`src/rtl/r3_weight_mask_pkg.sv`:
```
// rtl/r3_weight_mask_pkg.sv - shared constants, state codes and helpers for r3_weight_mask
package r3_weight_mask_pkg;

  localparam int P       = 761;
  localparam int W       = 286;
  localparam int NWORDS  = 24;
  localparam int Q_DEPTH = 5;

  localparam logic [1:0] S_IDLE  = 2'd0;
  localparam logic [1:0] S_READ  = 2'd1;
  localparam logic [1:0] S_CHECK = 2'd2;
  localparam logic [1:0] S_DONE  = 2'd3;

  localparam logic [63:0] DEF_ONES = 64'h5555_5555_5555_5555;
  localparam logic [63:0] DEF_TAIL = 64'h0555_5555_5555_5555;

  // Word 23 carries only coefficients 736..760, i.e. the low 25 lanes.
  localparam logic [31:0] LAST_LANES = 32'h01FF_FFFF;

  function automatic logic [63:0] lanes_to_bits(input logic [31:0] lanes);
    logic [63:0] b;
    for (int i = 0; i < 32; i++) begin
      b[2*i]   = lanes[i];
      b[2*i+1] = lanes[i];
    end
    return b;
  endfunction

  function automatic logic [63:0] default_word(input logic [Q_DEPTH-1:0] addr);
    if (addr < 5'd8)
      return DEF_ONES;
    else if (addr == 5'd8)
      return DEF_TAIL;
    else
      return 64'd0;
  endfunction

endpackage

```
`src/rtl/r3_weight_mask_if.sv`:
```
// rtl/r3_weight_mask_if.sv - multiplier read port, result read port and status bundle
interface r3_weight_mask_if;
  import r3_weight_mask_pkg::*;

  logic               in_ready;
  logic [5:0]         rd_addr;
  logic [63:0]        rd_din;
  logic [Q_DEPTH-1:0] out_addr;
  logic [63:0]        out_dout;
  logic [9:0]         weight;
  logic               weight_ok;
  logic               valid;

  modport slave (
    input  in_ready, rd_din, out_addr,
    output rd_addr, out_dout, weight, weight_ok, valid
  );

  modport master (
    output in_ready, rd_din, out_addr,
    input  rd_addr, out_dout, weight, weight_ok, valid
  );

endinterface

```
`src/rtl/bram_p.sv`:
```
// rtl/bram_p.sv - simple dual-port RAM, one write port, registered read port
module bram_p #(
  parameter int Q_DEPTH = 5,
  parameter int WIDTH   = 64
) (
  input  logic               clk,
  input  logic               wen,
  input  logic [Q_DEPTH-1:0] waddr,
  input  logic [WIDTH-1:0]   wdata,
  input  logic [Q_DEPTH-1:0] raddr,
  output logic [WIDTH-1:0]   rdata
);

  logic [WIDTH-1:0] mem [2**Q_DEPTH];

  always_ff @(posedge clk) begin
    if (wen)
      mem[waddr] <= wdata;
    rdata <= mem[raddr];
  end

endmodule

```
`src/rtl/r3_popcount32.sv`:
```
// rtl/r3_popcount32.sv - counts nonzero 2-bit coefficients in the enabled lanes of a word
module r3_popcount32 (
  input  logic [63:0] word,
  input  logic [31:0] lanes,
  output logic [5:0]  count
);

  always_comb begin
    count = '0;
    for (int i = 0; i < 32; i++)
      count = count + 6'((word[2*i] | word[2*i+1]) & lanes[i]);
  end

endmodule

```
`src/rtl/r3_weight_mask.sv`:
```
// rtl/r3_weight_mask.sv - buffers the R3 product, checks its weight, serves r or the default vector
module r3_weight_mask
  import r3_weight_mask_pkg::*;
(
  input  logic             clk,
  input  logic             rst,
  r3_weight_mask_if.slave  bus
);

  logic [1:0]         state;
  logic [5:0]         ctr;
  logic [9:0]         acc;
  logic [9:0]         weight_q;
  logic               ok_q;
  logic [Q_DEPTH-1:0] addr_q;
  logic [31:0]        lanes;
  logic [63:0]        word_masked;
  logic [5:0]         pc;
  logic               wr_en;
  logic [Q_DEPTH-1:0] wr_addr;
  logic [63:0]        buf_rdata;

  // ctr == k+1 means word k is on rd_din; the last word has only 25 lanes.
  assign lanes       = (ctr == 6'(NWORDS)) ? LAST_LANES : '1;
  assign word_masked = bus.rd_din & lanes_to_bits(lanes);
  assign wr_en       = (state == S_READ) && (ctr != 6'd0);
  assign wr_addr     = Q_DEPTH'(ctr - 6'd1);

  r3_popcount32 u_popcount (
    .word  (bus.rd_din),
    .lanes (lanes),
    .count (pc)
  );

  bram_p #(
    .Q_DEPTH (Q_DEPTH),
    .WIDTH   (64)
  ) u_buf (
    .clk   (clk),
    .wen   (wr_en),
    .waddr (wr_addr),
    .wdata (word_masked),
    .raddr (bus.out_addr),
    .rdata (buf_rdata)
  );

  always_ff @(posedge clk) begin
    if (rst) begin
      state    <= S_IDLE;
      ctr      <= '0;
      acc      <= '0;
      weight_q <= '0;
      ok_q     <= 1'b0;
      addr_q   <= '0;
    end else begin
      addr_q <= bus.out_addr;
      case (state)
        S_IDLE: begin
          if (bus.in_ready) begin
            acc   <= '0;
            ctr   <= '0;
            state <= S_READ;
          end
        end
        S_READ: begin
          if (ctr != 6'd0)
            acc <= acc + {4'd0, pc};
          if (ctr == 6'(NWORDS))
            state <= S_CHECK;
          else
            ctr <= ctr + 6'd1;
        end
        S_CHECK: begin
          weight_q <= acc;
          ok_q     <= (acc == 10'(W));
          state    <= S_DONE;
        end
        S_DONE: ;
        default: state <= S_IDLE;
      endcase
    end
  end

  always_comb begin
    bus.out_dout = 64'd0;
    if (addr_q < Q_DEPTH'(NWORDS))
      bus.out_dout = ok_q ? buf_rdata : default_word(addr_q);
  end

  assign bus.rd_addr   = ((state == S_READ) && (ctr < 6'(NWORDS))) ? ctr : 6'd0;
  assign bus.weight    = weight_q;
  assign bus.weight_ok = ok_q;
  assign bus.valid     = (state == S_DONE);

endmodule

```
`src/flat_wrapper.sv`:
```
// flat-port wrapper written by rule: the top's interface ports become plain ports
module r3_weight_mask_flat import r3_weight_mask_pkg::*;
  (clk, rst, bus_in_ready, bus_rd_din, bus_out_addr, bus_rd_addr, bus_out_dout, bus_weight, bus_weight_ok, bus_valid);
  r3_weight_mask_if bus_i ();
  input  logic clk;
  input  logic rst;
  input wire logic [$bits(bus_i.in_ready)-1:0] bus_in_ready;
  input wire logic [$bits(bus_i.rd_din)-1:0] bus_rd_din;
  input wire logic [$bits(bus_i.out_addr)-1:0] bus_out_addr;
  output wire logic [$bits(bus_i.rd_addr)-1:0] bus_rd_addr;
  output wire logic [$bits(bus_i.out_dout)-1:0] bus_out_dout;
  output wire logic [$bits(bus_i.weight)-1:0] bus_weight;
  output wire logic [$bits(bus_i.weight_ok)-1:0] bus_weight_ok;
  output wire logic [$bits(bus_i.valid)-1:0] bus_valid;
  assign bus_i.in_ready = bus_in_ready;
  assign bus_i.rd_din = bus_rd_din;
  assign bus_i.out_addr = bus_out_addr;
  assign bus_rd_addr = bus_i.rd_addr;
  assign bus_out_dout = bus_i.out_dout;
  assign bus_weight = bus_i.weight;
  assign bus_weight_ok = bus_i.weight_ok;
  assign bus_valid = bus_i.valid;
  r3_weight_mask u_core (.clk(clk), .rst(rst), .bus(bus_i));
endmodule
```
`config.mk`:
```
export PLATFORM = sky130hd
export DESIGN_NAME = r3_weight_mask_flat
export DESIGN_NICKNAME = d
export VERILOG_FILES = /design/src/rtl/r3_weight_mask_pkg.sv /design/src/rtl/r3_weight_mask_if.sv /design/src/rtl/bram_p.sv /design/src/rtl/r3_popcount32.sv /design/src/rtl/r3_weight_mask.sv /design/src/flat_wrapper.sv
export SDC_FILE = /design/constraint.sdc
export NUM_CORES = 2
export LEC_CHECK = 0
export BUFFER_PORTS_ARGS = -buffer_cell sky130_fd_sc_hd__buf_2
export CAP_MARGIN = 20
export CORE_UTILIZATION = 35
export DETAILED_ROUTE_END_ITERATION = 8
export PLACE_DENSITY = 0.53
export SYNTH_ARGS = -nofsm -noshare
export SYNTH_HDL_FRONTEND = slang
export SYNTH_SLANG_ARGS = --single-unit
```
`constraint.sdc`:
```
create_clock -name clk -period 9.1 [get_ports clk]
set_input_delay 0.91 -clock clk [delete_from_list [all_inputs] [get_ports clk]]
set_output_delay 0.91 -clock clk [all_outputs]
set_load 0.005 [all_outputs]
```
==> flow_summary.json <==
{
  "status": "finished, final reports clean",
  "io_pins": 154,
  "ys.flop_type": "edfxtp_1",
  "fmax_mhz": 125,
  "yosysWarnings": 0,
  "async_flop_share": 0,
  "critPathLaunchType": "flop",
  "nets": 4503,
  "synth_top_area_frac": 0.746,
  "synth_common_cells": "edfxtp_1 (2048), mux2i_1 (436), a22oi_1 (323)",
  "grt_overflow_total": 0,
  "setup_viol": 0,
  "yosysSeqAreaShare": 0.769,
  "drt_pre_antenna_iters": 5,
  "p_leak_uw": 0.0309,
  "grt_pass1_vias": 42700,
  "clock_path_buffers": 3,
  "cts_buffers": 219,
  "setup_slack_ps": 1130,
  "fin_util": 0.406,
  "synth.area.top_cells": "edfxtp_1 (75%), mux4_2 (8.2%), mux2i_1 (5.3%)",
  "clk_latency_ps": 870,
  "grt_max_degree": 123,
  "tightest_slew_ps": 1130,
  "crit_fanout": 33,
  "grt_pass1_wl_um": 340000,
  "finClkSkew_ps": 49.0,
  "worst-setup-path-type": "flop to flop",
  "die_w_um": 487,
  "slew_headroom": 0.245,
  "yosys.cell_count.top_type": "edfxtp_1",
  "cts_setup_buffers": 0,
  "vias": 42500,
  "fin_crit_ps": 7970,
  "viasPerCell": 5.51,
  "power_uw": 21800,
  "synth.avg_cell_area_um2": 20.1,
  "rows": 177,
  "dieArea_mm2": 0.238,
  "netlist_area_mm2": 0.0825,
  "drive_gt1_frac": 0.216,
  "antenna_found_initial": 32,
  "cts.clk_slew.worst_paths_ps": 60,
  "drc_errors": 0,
  "fin_tns_setup_ps": 0,
  "power.density_mw_per_mm2": 230,
  "wire_per_inst_um": 31.8,
  "wirelength_um": 245000,
  "cts_resized": 0,
  "cts_tree": "done",
  "syn_nets": 4228,
  "endpoint_kind": "flop",
  "placement.cell_area_mm2": 0.0874,
  "ctsHoldBuffers": 0,
  "hp-class": "flop to flop",
  "gp_congestion": 0.774,
  "initialDrtViolationCount": 4773,
  "rsz0062_at_grt": "false",
  "slew_violations": 0,
  "syn_to_final_growth_pct": 15.0,
  "io_buffer_count": 152,
  "finalHoldViolCount": 0,
  "synth.distinct_cells": 63,
  "fin_crit_sh": 0.876,
  "synth_top_cell_by_area": "edfxtp_1",
  "h-tree-depth": 4,
  "yosys_register_bits": 2146,
  "synth_edf_count": 2048,
  "final_area_mm2": 0.0949,
  "core_area_mm2": 0.233,
  "worstPathRequired_ps": 9890,
  "dp_hpwl_um": 132000,
  "start_util": 0.353,
  "peakVddDrop_mv": 0.221,
  "grt_use_total": 0.205,
  "clock-root-buffer": "clkbuf_16",
  "netlist_instances": 4107,
  "postRouteAntennaNets": 0,
  "cp.arrival_ps": 8770,
  "die_h_um": 487,
  "clock_sinks": 2146,
  "place_ws_ps": 1180,
  "drv_cap": 0
}
## critical path, stage by stage, from the launching register on
cell	delay [ps]
dfxtp_1	400
inv_1	190
ha_1	210
nor3b_2	260
nand2_1	400
and2_1	310
buf_4	230
nor2_1	400
fa_1	520
fa_1	530
fa_1	510
inv_1	60
fa_1	560
fa_1	440
fa_1	470
ha_1	240
fa_1	460
a21o_1	190
a21oi_1	170
xnor2_1	100
ha_1	340
and2_1	160
a41oi_1	170
a211oi_1	330
mux2i_1	220
## routing by layer
| metal | global-route usage | part of all wire | up-vias |
|---|---|---|---|
| li1 | - | - | 17500 |
| met1 | 0.293 | 0.44 | 23200 |
| met2 | 0.331 | 0.48 | 1500 |
| met3 | 0.0270 | 0.058 | 280 |
| met4 | 0.0496 | 0.021 | 8 |
| met5 | 0 | 0.00022 | - |
## registers in the layout (all words and copies together) (netlist names)
| register | flops |
|---|---|
| u_core.acc | 10 |
| u_core.addr_q | 5 |
| u_core.bus.weight | 10 |
| u_core.bus.weight_ok | 1 |
| u_core.ctr | 6 |
| u_core.state | 2 |
| u_core.u_buf.mem | 2048 |
| u_core.u_buf.rdata | 64 |
## through the flow
step | cells | hold slack, ps
final | 7712 | 508
after global routing | 7710 | 504
after CTS | 7702 | 459
after detailed placement | 7286 | 487
after floorplan | 4107 | 447
after global placement | 7280 | 485
## logic make-up (layout without fill, tap and decap cells)
group                      Yosys count  count (layout)  share of synthesized area
AOI/OAI and AO/OA                  460             460                     0.0403
xor gates and xnor gates             7               7                   0.000743
adders and majority gates           49              49                    0.00971
buffers and inverters              293             763                     0.0174
DFF                               2146            2146                      0.769
muxes                              740             740                      0.136
other                                1               4                  0.0000455
and+or+nand+nor                    411             411                     0.0268
## cell usage in the layout (no fill, tap or decap), types with 14 or more instances in the layout
cell       instances
nor2_4            28
and3_1            34
or2_2             21
a31oi_1           15
buf_2            149
nand4_1           49
mux4_2           302
clkbuf_8          14
ha_1              24
a22oi_1          323
nor2_1            41
fa_1              25
edfxtp_1        2048
inv_1             59
a21oi_1           47
buf_4            115
mux2i_1          436
dfxtp_1           97
clkinv_2          41
nand3_1          111
and2_1            18
clkinv_1          33
clkbuf_1          66
clkbuf_16        221
nand2_1           28
bufinv_16         20
## layout make-up
type | count | area (um2)
clock inverter | 116 | 1310
clock buffer | 300 | 5950
antenna | 3 | 7.51
inverter | 60 | 225
fill | 20800 | 139000
sequential | 2146 | 63500
multi-input combinational | 1668 | 17900
tap | 3132 | 3920
timing repair buffer | 287 | 2080
## final timing paths
path                                       endpoint  slack (ps)                               from  cells past startpoint
setup reg to reg         u_core.acc[9]$_SDFFE_PP0P_        1130         u_core.ctr[0]$_SDFFE_PP0P_                     24
hold / removal    u_core.bus.weight[3]$_SDFFE_PP0N_         510  u_core.bus.weight[3]$_SDFFE_PP0N_                      2
hold reg to reg   u_core.bus.weight[3]$_SDFFE_PP0N_         510  u_core.bus.weight[3]$_SDFFE_PP0N_                      2
setup / recovery         u_core.acc[9]$_SDFFE_PP0P_        1130         u_core.ctr[0]$_SDFFE_PP0P_                     24
## power breakdown
part           internal [uW]  switching (uW)  total (uW)
clock network           5160            3870        9030
logic                    670            1120        1790
registers              10900            54.9       11000
total                  16700            5050       21800
(Power assumes the default switching activity.)
